## src/rtl/zynet_regs_pkg.sv

```systemverilog
// zynet_regs_pkg
// Shared definitions for the zyNet AXI4-Lite register slice:
//   - byte offsets of every register in the map (decode uses addr[4:2])
//   - AXI response codes
//   - write/read channel FSM state encodings
//   - byte-strobe merge helper for the read/write configuration registers
package zynet_regs_pkg;

    localparam logic [4:0] ADDR_WEIGHT = 5'h00;
    localparam logic [4:0] ADDR_BIAS   = 5'h04;
    localparam logic [4:0] ADDR_RESULT = 5'h08;
    localparam logic [4:0] ADDR_LAYER  = 5'h0C;
    localparam logic [4:0] ADDR_NEURON = 5'h10;
    localparam logic [4:0] ADDR_NOUT   = 5'h14;
    localparam logic [4:0] ADDR_STATUS = 5'h18;
    localparam logic [4:0] ADDR_SRST   = 5'h1C;

    localparam logic [1:0] RESP_OKAY   = 2'b00;
    localparam logic [1:0] RESP_SLVERR = 2'b10;

    typedef enum logic {
        WR_IDLE = 1'b0,
        WR_RESP = 1'b1
    } wr_state_t;

    typedef enum logic {
        RD_IDLE = 1'b0,
        RD_DATA = 1'b1
    } rd_state_t;

    // Replace only the bytes whose strobe bit is set.
    function automatic logic [31:0] strb_merge(input logic [31:0] cur,
                                               input logic [31:0] wdat,
                                               input logic [3:0]  strb);
        logic [31:0] res;
        for (int i = 0; i < 4; i++) begin
            res[i*8 +: 8] = strb[i] ? wdat[i*8 +: 8] : cur[i*8 +: 8];
        end
        return res;
    endfunction

endpackage

```

## src/rtl/zynet_axil_irq.sv

```systemverilog
// zynet_axil_irq
// Result latch and level interrupt for the zyNet register slice.
//   clk, rst_n    : clock, asynchronous active-low reset
//   result_in     : network output, zero-extended into result
//   result_valid  : one-cycle pulse, latches result_in and sets intr
//   clear         : completed read of the result register, clears intr
//   result        : latched result (32 bits)
//   intr          : level interrupt, high until the result is read
// A result arriving in the same cycle as the clearing read wins, so no
// result can be lost between software reading and the core producing.
module zynet_axil_irq
    import zynet_regs_pkg::*;
#(
    parameter int DATA_WIDTH = 16
) (
    input  logic                  clk,
    input  logic                  rst_n,
    input  logic [DATA_WIDTH-1:0] result_in,
    input  logic                  result_valid,
    input  logic                  clear,
    output logic [31:0]           result,
    output logic                  intr
);

    always_ff @(posedge clk or negedge rst_n) begin
        if (!rst_n) begin
            result <= 32'd0;
            intr   <= 1'b0;
        end else if (result_valid) begin
            result <= 32'(result_in);
            intr   <= 1'b1;
        end else if (clear) begin
            intr   <= 1'b0;
        end
    end

endmodule

```

## src/rtl/zynet_axil_slave.sv

```systemverilog
// zynet_axil_slave
// AXI4-Lite responder and register file in front of the zyNet core.
// Ports:
//   s_axi_*          : AXI4-Lite slave (clock, async active-low reset, AW/W/B/AR/R)
//   weight_valid     : one-cycle strobe, weight_value holds a new weight
//   bias_valid       : one-cycle strobe, weight_value holds a new bias
//   weight_value     : last written weight/bias word
//   layer_num        : configured layer (1..NUM_LAYERS accepted)
//   neuron_num       : configured neuron
//   result_in/valid  : network output and its one-cycle qualifier
//   neuron_out_data  : per-neuron debug output
//   neuron_out_rd    : pop strobe, pulses in the cycle a read of 0x14 is accepted
//   soft_reset       : core soft reset, active-high, 1 out of reset
//   intr             : result-ready level interrupt
// Build option: define ZYNET_CFG_COUNT_EN to add a 16-bit weight/bias load
// counter readable at 0x00; otherwise 0x00 reads as 0.
module zynet_axil_slave
    import zynet_regs_pkg::*;
#(
    parameter int DATA_WIDTH = 16,
    parameter int ADDR_WIDTH = 5,
    parameter int NUM_LAYERS = 3
) (
    input  logic                  s_axi_aclk,
    input  logic                  s_axi_aresetn,
    input  logic [ADDR_WIDTH-1:0] s_axi_awaddr,
    input  logic                  s_axi_awvalid,
    output logic                  s_axi_awready,
    input  logic [31:0]           s_axi_wdata,
    input  logic [3:0]            s_axi_wstrb,
    input  logic                  s_axi_wvalid,
    output logic                  s_axi_wready,
    output logic [1:0]            s_axi_bresp,
    output logic                  s_axi_bvalid,
    input  logic                  s_axi_bready,
    input  logic [ADDR_WIDTH-1:0] s_axi_araddr,
    input  logic                  s_axi_arvalid,
    output logic                  s_axi_arready,
    output logic [31:0]           s_axi_rdata,
    output logic [1:0]            s_axi_rresp,
    output logic                  s_axi_rvalid,
    input  logic                  s_axi_rready,
    output logic                  weight_valid,
    output logic                  bias_valid,
    output logic [31:0]           weight_value,
    output logic [31:0]           layer_num,
    output logic [31:0]           neuron_num,
    input  logic [DATA_WIDTH-1:0] result_in,
    input  logic                  result_valid,
    input  logic [DATA_WIDTH-1:0] neuron_out_data,
    output logic                  neuron_out_rd,
    output logic                  soft_reset,
    output logic                  intr
);

    wr_state_t   wr_state, wr_next;
    rd_state_t   rd_state, rd_next;

    logic        wr_fire;
    logic        rd_fire;
    logic [4:0]  wr_off;
    logic [4:0]  rd_off;
    logic [31:0] layer_merged;
    logic [31:0] neuron_merged;
    logic        layer_bad;
    logic        wr_err;
    logic [31:0] rd_mux;
    logic [31:0] weight_rd;
    logic        rd_is_result;
    logic        irq_clear;
    logic [31:0] result_reg;

    // Byte-lane bits of the addresses carry no information.
    logic        unused_addr_bits;
    assign unused_addr_bits = ^{s_axi_awaddr, s_axi_araddr};

    assign wr_off = {s_axi_awaddr[4:2], 2'b00};
    assign rd_off = {s_axi_araddr[4:2], 2'b00};

    // ---------------- write channel ----------------
    always_ff @(posedge s_axi_aclk or negedge s_axi_aresetn) begin
        if (!s_axi_aresetn) begin
            wr_state <= WR_IDLE;
        end else begin
            wr_state <= wr_next;
        end
    end

    // AW and W are only taken together; either alone waits with ready low.
    always_comb begin
        wr_next       = wr_state;
        s_axi_awready = 1'b0;
        s_axi_wready  = 1'b0;
        case (wr_state)
            WR_IDLE: begin
                if (s_axi_awvalid && s_axi_wvalid) begin
                    s_axi_awready = 1'b1;
                    s_axi_wready  = 1'b1;
                    wr_next       = WR_RESP;
                end
            end
            WR_RESP: begin
                if (s_axi_bready) begin
                    wr_next = WR_IDLE;
                end
            end
            default: wr_next = WR_IDLE;
        endcase
    end

    assign wr_fire      = s_axi_awready;
    assign s_axi_bvalid = (wr_state == WR_RESP);

    // Layer legality is judged on the value after the strobe merge.
    always_comb begin
        layer_merged  = strb_merge(layer_num, s_axi_wdata, s_axi_wstrb);
        neuron_merged = strb_merge(neuron_num, s_axi_wdata, s_axi_wstrb);
        layer_bad     = (layer_merged == 32'd0) || (layer_merged > 32'(NUM_LAYERS));
        case (wr_off)
            ADDR_RESULT, ADDR_NOUT, ADDR_STATUS: wr_err = 1'b1;
            ADDR_LAYER:                          wr_err = layer_bad;
            default:                             wr_err = 1'b0;
        endcase
    end

    always_ff @(posedge s_axi_aclk or negedge s_axi_aresetn) begin
        if (!s_axi_aresetn) begin
            s_axi_bresp  <= RESP_OKAY;
            weight_valid <= 1'b0;
            bias_valid   <= 1'b0;
            weight_value <= 32'd0;
            layer_num    <= 32'd0;
            neuron_num   <= 32'd0;
            soft_reset   <= 1'b1;
        end else begin
            weight_valid <= 1'b0;
            bias_valid   <= 1'b0;
            if (wr_fire) begin
                s_axi_bresp <= wr_err ? RESP_SLVERR : RESP_OKAY;
                if (!wr_err) begin
                    case (wr_off)
                        ADDR_WEIGHT: begin
                            weight_value <= s_axi_wdata;
                            weight_valid <= 1'b1;
                        end
                        ADDR_BIAS: begin
                            weight_value <= s_axi_wdata;
                            bias_valid   <= 1'b1;
                        end
                        ADDR_LAYER:  layer_num  <= layer_merged;
                        ADDR_NEURON: neuron_num <= neuron_merged;
                        ADDR_SRST: begin
                            if (s_axi_wstrb[0]) begin
                                soft_reset <= s_axi_wdata[0];
                            end
                        end
                        default: ;
                    endcase
                end
            end
        end
    end

`ifdef ZYNET_CFG_COUNT_EN
    logic [15:0] load_count;
    logic        soft_reset_d;

    // soft_reset_d resets to 1 so leaving reset is not seen as a rising edge.
    always_ff @(posedge s_axi_aclk or negedge s_axi_aresetn) begin
        if (!s_axi_aresetn) begin
            load_count   <= 16'd0;
            soft_reset_d <= 1'b1;
        end else begin
            soft_reset_d <= soft_reset;
            if (soft_reset && !soft_reset_d) begin
                load_count <= 16'd0;
            end else if (weight_valid || bias_valid) begin
                load_count <= load_count + 16'd1;
            end
        end
    end

    assign weight_rd = {16'd0, load_count};
`else
    assign weight_rd = 32'd0;
`endif

    // ---------------- read channel ----------------
    always_ff @(posedge s_axi_aclk or negedge s_axi_aresetn) begin
        if (!s_axi_aresetn) begin
            rd_state <= RD_IDLE;
        end else begin
            rd_state <= rd_next;
        end
    end

    always_comb begin
        rd_next       = rd_state;
        s_axi_arready = 1'b0;
        case (rd_state)
            RD_IDLE: begin
                if (s_axi_arvalid) begin
                    s_axi_arready = 1'b1;
                    rd_next       = RD_DATA;
                end
            end
            RD_DATA: begin
                if (s_axi_rready) begin
                    rd_next = RD_IDLE;
                end
            end
            default: rd_next = RD_IDLE;
        endcase
    end

    assign rd_fire       = s_axi_arready;
    assign s_axi_rvalid  = (rd_state == RD_DATA);
    assign neuron_out_rd = rd_fire && (rd_off == ADDR_NOUT);

    always_comb begin
        case (rd_off)
            ADDR_WEIGHT: rd_mux = weight_rd;
            ADDR_RESULT: rd_mux = result_reg;
            ADDR_LAYER:  rd_mux = layer_num;
            ADDR_NEURON: rd_mux = neuron_num;
            ADDR_NOUT:   rd_mux = 32'(neuron_out_data);
            ADDR_STATUS: rd_mux = {30'd0, soft_reset, intr};
            ADDR_SRST:   rd_mux = {31'd0, soft_reset};
            default:     rd_mux = 32'd0;
        endcase
    end

    // rdata is captured at the AR handshake and only changes on the next one,
    // so it stays stable while the initiator stalls R.
    always_ff @(posedge s_axi_aclk or negedge s_axi_aresetn) begin
        if (!s_axi_aresetn) begin
            s_axi_rdata  <= 32'd0;
            s_axi_rresp  <= RESP_OKAY;
            rd_is_result <= 1'b0;
        end else if (rd_fire) begin
            s_axi_rdata  <= rd_mux;
            s_axi_rresp  <= RESP_OKAY;
            rd_is_result <= (rd_off == ADDR_RESULT);
        end
    end

    // Interrupt is cleared only once software has actually taken the result.
    assign irq_clear = s_axi_rvalid && s_axi_rready && rd_is_result;

    zynet_axil_irq #(
        .DATA_WIDTH (DATA_WIDTH)
    ) u_irq (
        .clk          (s_axi_aclk),
        .rst_n        (s_axi_aresetn),
        .result_in    (result_in),
        .result_valid (result_valid),
        .clear        (irq_clear),
        .result       (result_reg),
        .intr         (intr)
    );

endmodule

```

## config.mk

```make
export PLATFORM = sky130hd
export DESIGN_NAME = zynet_axil_slave
export DESIGN_NICKNAME = d
export VERILOG_FILES = /design/src/rtl/zynet_regs_pkg.sv /design/src/rtl/zynet_axil_irq.sv /design/src/rtl/zynet_axil_slave.sv
export SDC_FILE = /design/constraint.sdc
export NUM_CORES = 1
export LEC_CHECK = 0
export BUFFER_PORTS_ARGS = -buffer_cell sky130_fd_sc_hd__buf_2
export CORE_MARGIN = 2
export CORE_UTILIZATION = 28
export DETAILED_ROUTE_END_ITERATION = 7
export HOLD_SLACK_MARGIN = 0.1
export SLEW_MARGIN = 20
export SYNTH_ARGS = -nofsm -noshare
export SYNTH_HDL_FRONTEND = slang
export SYNTH_HIERARCHICAL = 1
export SYNTH_SLANG_ARGS = --single-unit
```

## constraint.sdc

```tcl
create_clock -name s_axi_aclk -period 3.3 [get_ports s_axi_aclk]
set_input_delay 0.66 -clock s_axi_aclk [delete_from_list [all_inputs] [get_ports s_axi_aclk]]
set_output_delay 0.66 -clock s_axi_aclk [all_outputs]
set_load 0.02 [all_outputs]
```

## Word level (Yosys, flattened, before mapping)

Index checks and enable logic that the tools add are counted.

- Logic and storage cells: 73
- Bits in registers: 153

- Reductions and logical operators: 17
- Equal/unequal tests: 13
- Multiplexer cells: 23
- Bitwise gates (word level): 3
- Magnitude comparators: 1

Operators with widths:

| cell | count |
|---|---|
| case mux 32 bit (6 select lines) | 1 |
| greater-than comparator 32 x 2 -> 1 bit (second input constant) | 1 |
| zero test 32 bit | 1 |
| two-way mux 8 bit | 4 |
| == test 3 bit (second input constant) | 8 |
| AND reduction 4 bit | 5 |
| two-way mux 1 bit | 14 |
| == test 3 x 2 -> 1 bit (second input constant) | 4 |
| case mux 1 bit (2 select lines) | 3 |
| AND reduction 3 bit | 2 |
| zero test 5 bit | 1 |
| logical AND 1 bit | 4 |
| == test 3 x 1 -> 1 bit (second input constant) | 1 |
| inverter 1 bit | 3 |
| OR reduction 3 bit | 1 |
| two-way mux 2 bit | 1 |
| nonzero test 2 bit | 1 |
| OR reduction 2 bit | 1 |
| logical OR 1 bit | 1 |

## Depth between registers and ports, before layout

Gate-level depths: netlist (run 1).

- Depth after elaboration: 6
- Depth in mapped cells: 7

## Hierarchy

The synthesis (run 1) kept the hierarchy.

By module, submodules not included:

| module | cells an instance | instances | area each (um^2) | seq. area each (um^2) |
|---|---|---|---|---|
| zynet_axil_slave | 490 | 1 | 5865.6 | 3379.5 |
| zynet_axil_irq | 54 | 1 | 807.0 | 425.4 |

## Least setup slack after synthesis (run 1)

OpenSTA, ideal clock, no wires.

- Path kind: input to register
- From: input port s_axi_wdata[10]
- To: register layer_num[0]
- Slack: 0.517 ns
- Stages on the path: 6
- Required time: 3.175 ns
- Path buffers: 0
- Data arrival time: 2.658 ns
- Path through: or4b_1 > o22ai_1 > nand4_1 > or4_4 > or3_4 > mux2_4

- Word-level cells in the longest chain between the ends: 6

Ends and longest elaborated chain:

| what | line | source |
|---|---|---|
| start, declared | zynet_axil_slave.sv:29 | `input logic [31:0] s_axi_wdata,` |
| two-way mux 8 bit * | zynet_regs_pkg.sv:37 | `res[i*8 +: 8] = strb[i] ? wdat[i*8 +: 8] : cur[i*8 +: 8];` |
| greater-than comparator 32 x 2 -> 1 bit / zero test 32 bit (equally long branches) | zynet_axil_slave.sv:118 | `layer_bad = (layer_merged == 32'd0) \|\| (layer_merged > 32'(NUM_LAYERS));` |
| logical OR 1 bit * | zynet_axil_slave.sv:118 |  |
| case mux 1 bit (2 select lines) * | zynet_axil_slave.sv:119 | `case (wr_off)` |
| inverter 1 bit (no source line) * | -- |  |
| AND reduction 3 bit (no source line) * | -- |  |
| end signal, assigned | zynet_axil_slave.sv:150 | `ADDR_LAYER: layer_num <= layer_merged;` |
| end, declared | zynet_axil_slave.sv:46 | `output logic [31:0] layer_num,` |

Mark *: on every way between the ends. The rest lies on a longest branch, timed or not.
A chain may end at the register's enable or synchronous reset.

## Worst setup path after layout (run 1)

- From: register layer_num[10]
- To: register layer_num[0]

- Word-level cells in the longest chain between the ends: 6

Ends and longest elaborated chain:

| what | line |
|---|---|
| two-way mux 8 bit * | zynet_regs_pkg.sv:37 |
| greater-than comparator 32 x 2 -> 1 bit / zero test 32 bit (equally long branches) | zynet_axil_slave.sv:118 |
| logical OR 1 bit * | zynet_axil_slave.sv:118 |
| case mux 1 bit (2 select lines) * | zynet_axil_slave.sv:119 |
| inverter 1 bit (no source line) * | -- |
| AND reduction 3 bit (no source line) * | -- |

Marks and branches as above.

==> results.txt, run 1 <==
worst hold path type: primary input to asynchronous set/reset pin
Post-CTS Resized: 0
Max Slew Vio Count: 0
CTS buffer count: 17
final setup fails: 0
Die Width: 158.4 um
Pre-antenna DRT Iters: 4
IO Port Bufs: 220
reg2reg setup slack: 0.51 ns
CTS tree: done
Comb power frac: 0.201
vias per inst: 4.641
top_reg_cell synth: dfrtp_1
Startpoint Class: flop
sw power: 1617 uW
CTS HTree Levels: 4
achievable frequency: 0.3582 GHz
largest net degree at the start of global routing: 83
Starting Density: 0.2851
DR vias: 5,110
synthesized area: 6673 sq um
register area share after synthesis: 0.5702
HPWL after DPL: 15,580 um
placer congestion estimate: 0.8075
GRT Residual Overflow: 0
clock share of power: 0.385
power share of the sequential group: 0.414
Warnings, synthesis: 6
Leakage: 0.004445 uW
die area: 25,080 sq um
vias in the first global route: 5,059
RSZ-0062 raised after global routing: false
post-synth top area share: 0.5663
routed len/inst: 19.02 um
Syn Area/Cell: 12.27 sq um
Reg clk slew, reported paths: 0.06 ns
Area after DPL: 8115 sq um
IO Count: 228
antenna violations before repair: 1
cell taking the most area after synthesis: dfrtp_1
cell-internal power: 3899 uW
Max Buffers Root-to-Sink: 2
Critical Path RT: 3.61 ns
PnR worst setup slack: 0.5082 ns
first-pass GRT wire length: 30,870 um
CTS Root Cell: clkbuf_16
Synth Register Bits: 152
initial drt markers: 323
total negative setup slack: 0 ns
worst skew pair latency: 0.42 ns
# DRC: 0
# fillers: 2,374
clock tree sinks: 152
All-Layer GR Usage: 0.1683
maxcap violations: 0
EDFF count, synth: 0
sw frac: 0.2932
Area contributors post-synth: dfrtp_1 (57%), mux2_2 (12%), nor2b_1 (2.9%), mux2i_1 (2.7%), mux2_4 (2.5%)
asr flop ratio synth: 1.000
crit path DAT: 3.10 ns
Tightest Pin Transition: 0.9935 ns
Final Cell Area: 8758 sq um
core area: 23,400 sq um
fraction of layout cells with a size suffix above 1: 0.4641
Chip Height: 158.4 um
Slew headroom: 0.3376
pwr dens: 629.8 nW/um^2
Worst VDD drop: 0.0003012 V
Crit Path Max Fanout: 4
period utilization: 0.8460
critical path class: flop to flop
Post CTS Setup Buffer Count: 0
Hold Buf Count CTS: 0
endpoint class of the critical path: flop
pre-CTS WS: 0.1371 ns
synthesis-to-layout area growth: 31.26%
row cnt: 56
Layout Nets: 853
synth unique cells: 43
total wire length: 20,940 um
Hold Vio Cnt, Final: 0
min Tclk post-route: 2.792 ns
skew final: 0.008072 ns
cells after synthesis: 544
Antenna Nets Post-Route: 0
status: completed
## power by group through the flow
| stage | clock network, uW | logic (uW) | registers, uW |
|---|---|---|---|
| after floorplan | 0 | 373 | 2580 |
| after global placement | 0 | 1110 | 2310 |
| after detailed placement | 0 | 1130 | 2310 |
| after CTS | 2170 | 1130 | 2280 |
| after global routing | 2230 | 1200 | 2320 |
| final | 2120 | 1110 | 2280 |
## through the flow
step | util | total power, uW | std cells | hold slack [ns]
after CTS | 0.3739 | 5576 | 1099 | 0.3109
after detailed placement | 0.3468 | 3437 | 1067 | 0.4626
after global placement | 0.3468 | 3420 | 1067 | 0.4552
after global routing | 0.3741 | 5753 | 1100 | 0.3423
final | 0.3743 | 5516 | 1101 | 0.3010
after floorplan | - | 2954 | 561 | 0.3644
## layer usage
layer | track usage | vias up | part of all wire
met5 | 0 | - | 0
met4 | 0.06821 | 0 | 0.025
met3 | 0.03756 | 30 | 0.048
met2 | 0.2640 | 154 | 0.48
met1 | 0.2258 | 2559 | 0.45
li1 | - | 2367 | -
## final timing paths
kind | startpoint | to | cells after the start
setup / recovery | layer_num[10] | layer_num[0] | 6
hold / removal | s_axi_aresetn | u_irq/result[9] | 1
setup reg to reg | layer_num[10] | layer_num[0] | 6
hold reg to reg | s_axi_rdata[17] | s_axi_rdata[17] | 2
max in group asynchronous | s_axi_aresetn | weight_value[26] | 2
min in group s_axi_aclk | s_axi_bready | s_axi_bvalid | 2
## area by class of cell
cell class	instances	area, sq um	area share
multi-input combinational	354	2648	0.3023
clock buffer	20	436.7	0.04986
clock inverter	12	198.9	0.02271
tap	319	399.1	0.04557
sequential	152	3805	0.4344
antenna	2	5.005	0.0005714
inverter	5	18.77	0.002143
timing repair buffer	237	1247	0.1424
## synth_stat cells (10+ instances only)
master / n
dfrtp_1: 151
mux2_2: 73
nand2_1: 33
nor2b_1: 31
nor2_1: 30
a21oi_1: 29
o21ai_0: 25
clkbuf_1: 23
buf_4: 20
mux2i_1: 18
a22o_1: 16
a221oi_1: 15
mux2_4: 11
a22oi_1: 10
## logic make-up (layout without fill, tap and decap cells)
kind of cell           after synthesis  after routing  synth area share
AOI/OAI and AO/OA                  102            102           0.09994
buffers and inverters               55            274           0.04594
DFF                                152            152            0.5702
muxes                              103            103            0.1783
other                                2             21          0.001125
and+or+nand+nor                    130            130            0.1044
## worst max-delay path, stage by stage, from the launching register on
cell and delay [ns]:
dfrtp_1 0.45, or4_1 0.52, o22ai_1 0.27, nand4_1 0.14, or4_4 0.59, or3_4 0.40, mux2_4 0.30
## layout by cell type (no fill, tap or decap), types with 2 or more instances in the layout
| cell type | netlist | routed |
|---|---|---|
| nand2_1 | 33 | 33 |
| nand2b_1 | 5 | 4 |
| clkbuf_1 | 23 | 3 |
| clkbuf_16 | 0 | 17 |
| mux2_4 | 11 | 11 |
| nor4_1 | 6 | 6 |
| buf_2 | 1 | 219 |
| nor3_1 | 5 | 4 |
| mux2i_1 | 18 | 18 |
| a22oi_1 | 10 | 10 |
| o22ai_1 | 3 | 3 |
| a21oi_1 | 29 | 29 |
| a22o_1 | 16 | 16 |
| nor2b_1 | 31 | 30 |
| bufinv_16 | 0 | 5 |
| dfrtp_1 | 151 | 151 |
| conb_1 | 2 | 19 |
| buf_4 | 20 | 16 |
| clkinv_4 | 0 | 2 |
| mux2_2 | 73 | 73 |
| a221oi_1 | 15 | 15 |
| nor2_1 | 30 | 29 |
| inv_1 | 5 | 5 |
| or4b_1 | 3 | 3 |
| clkinv_2 | 0 | 3 |
| diode_2 | 0 | 2 |
| o21ai_0 | 25 | 24 |
| or4_1 | 4 | 4 |
| nand3_1 | 2 | 2 |
Note: power is estimated with default switching activity, not from simulation.
==> run 2, diff against run 1 <==
- clock period: 3.3 -> 2.5 ns (I/O delays scaled with it)
==> results.txt, run 2 (synthesis gave the netlist of run 1 again) <==
Crit Path Max Fanout: 3
Hold Vio Cnt, Final: 0
most used cell, CP: or4_4
Post CTS Setup Buffer Count: 0
worst skew pair latency: 0.41 ns
core area: 23,400 sq um
RSZ-0062 raised after global routing: true
sequence of cells on the critical path: or4_4, o22ai_2, o21ai_1, or4_4, or3_4, mux2_4
placer congestion estimate: 0.8212
most frequent cells in the layout: buf_2 (219), dfrtp_1 (151), mux2_2 (73), buf_4 (56), nand2_1 (33)
Critical Path RT: 2.79 ns
Top Layer Used: met5
Chip Height: 158.4 um
crit path DAT: 2.80 ns
Reg clk slew, reported paths: 0.07 ns
Worst Hold Depth: 2
PnR worst setup slack: -0.009080 ns
HPWL after DPL: 16,090 um
routed wl met3: 1095 um
R2R depth: 6
most common cell after layout, fill and taps aside: buf_2
largest net degree at the start of global routing: 52
IO Count: 228
Worst Hold Slack: 0.2505 ns
worst r2r src: layer_num[6]
Pre-antenna DRT Iters: 4
IO Port Bufs: 220
# DRC: 0
Cells after DPL: 1,109
CTS tree: done
synthesis-to-layout area growth: 35.63%
CP delay by family, top: simple AND/OR/NAND/NOR gates
Starting Density: 0.2851
All-Layer GR Usage: 0.1699
Die Width: 158.4 um
Tightest Pin Transition: 0.9629 ns
initial drt markers: 273
worst hold path type: primary input to flop
max incr delay on CP: 0.58 ns
pre-CTS WS: -0.3463 ns
Antenna Nets Post-Route: 0
CTS Root Cell: clkbuf_16
status: finished, violations left
die area: 25,080 sq um
total wire length: 21,150 um
Worst VDD drop: 0.0003727 V
Startpoint Class: flop
maxcap violations: 0
slowest cell on the critical path: or4_4
skew final: 0.009513 ns
Final Non-Filler Cells: 1,145
period utilization: 1.004
Max Buffers Root-to-Sink: 2
endpoint class of the critical path: flop
vias in the first global route: 5,134
met2 WL: 9662 um
CTS buffer count: 17
min Tclk post-route: 2.509 ns
min-delay src: s_axi_bready
R2R Path End: layer_num[1]
antenna violations before repair: 4
CTS HTree Levels: 4
Slew headroom: 0.3557
critical path class: flop to flop
row cnt: 56
final setup fails: 2
clock tree sinks: 152
GRT Residual Overflow: 0
fraction of layout cells with a size suffix above 1: 0.4970
achievable frequency: 0.3986 GHz
Layout Nets: 896
first-pass GRT wire length: 31,260 um
reg2reg setup slack: -0.009 ns
CP Buf/Inv Count: 0
vias per inst: 4.570
worst hold endpoint: s_axi_bvalid
failing checks: setup timing
Leakage: 0.004633 uW
routed len/inst: 18.47 um
DR vias: 5,233
Core Util, Final: 0.3867
pwr dens: 769.8 nW/um^2
WL met1: 9822 um
Max Slew Vio Count: 0
## run 2: changes by cell type in the layout (fill, tap and decap cells not counted), sizes merged
cell / change
buf: +42
clkinv: +1
bufinv: -4
clkbuf: -1
diode: +1
clkinvlp: +2
inv: +2
dlygate4sd3: +1
## run 2: how the worst max path moves through the flow
stage / endpoint / start / cells past startpoint / slack, ns
floorplan: layer_num[0] / s_axi_wdata[4] / 6 / -0.05
global placement: layer_num[0] / s_axi_wdata[4] / 7 / -0.34
detailed placement: layer_num[1] / s_axi_wdata[4] / 7 / -0.35
CTS: layer_num[1] / layer_num[17] / 7 / -0.06
global route: layer_num[1] / layer_num[17] / 7 / -0.07
finish: layer_num[1] / layer_num[6] / 6 / -0.009
## run 2: metal layers
metal  global-route usage  up-vias
li1                     -     2463
met1               0.2355     2589
met2               0.2600      151
met3              0.04110       28
met4              0.05834        2
met5                    0        -
## run 2: layout make-up
class / count / area, sq um
Tap cell: 319 / 399.1
Clock buffer: 19 / 432.9
Fill cell: 2350 / 14350
Multi-Input combinational cell: 354 / 2674
Antenna cell: 3 / 7.507
Sequential cell: 152 / 3805
Timing Repair Buffer: 280 / 1589
Clock inverter: 13 / 123.9
Inverter: 5 / 18.77
## run 2: power breakdown
part	internal [uW]	switching, uW
Clock	1380	1070
Combinational	604	884
Sequential	2800	223
Total	4790	2180
## run 2: repair_timing
| item | 4_1_cts | 5_1_grt |
|---|---|---|
| hold buffers | 1 | 0 |
| setup endpoints to repair | 2 | 29 |
| pin swaps | 0 | 2 |
| endpoints found under the hold margin | 46 | 0 |
| gates resized for setup | 2 | 5 |
## run 2: per-stage QoR
step                TNS [ns]  instance area (sq um)  power [uW]
CTS                  -0.1071                   9019        7061
floorplan           -0.09782                   6738        3899
finish              -0.01536                   9050        6966
detailed placement    -6.777                   8439        4568
global placement      -6.461                   8439        4547
global route         -0.1338                   9047        7311
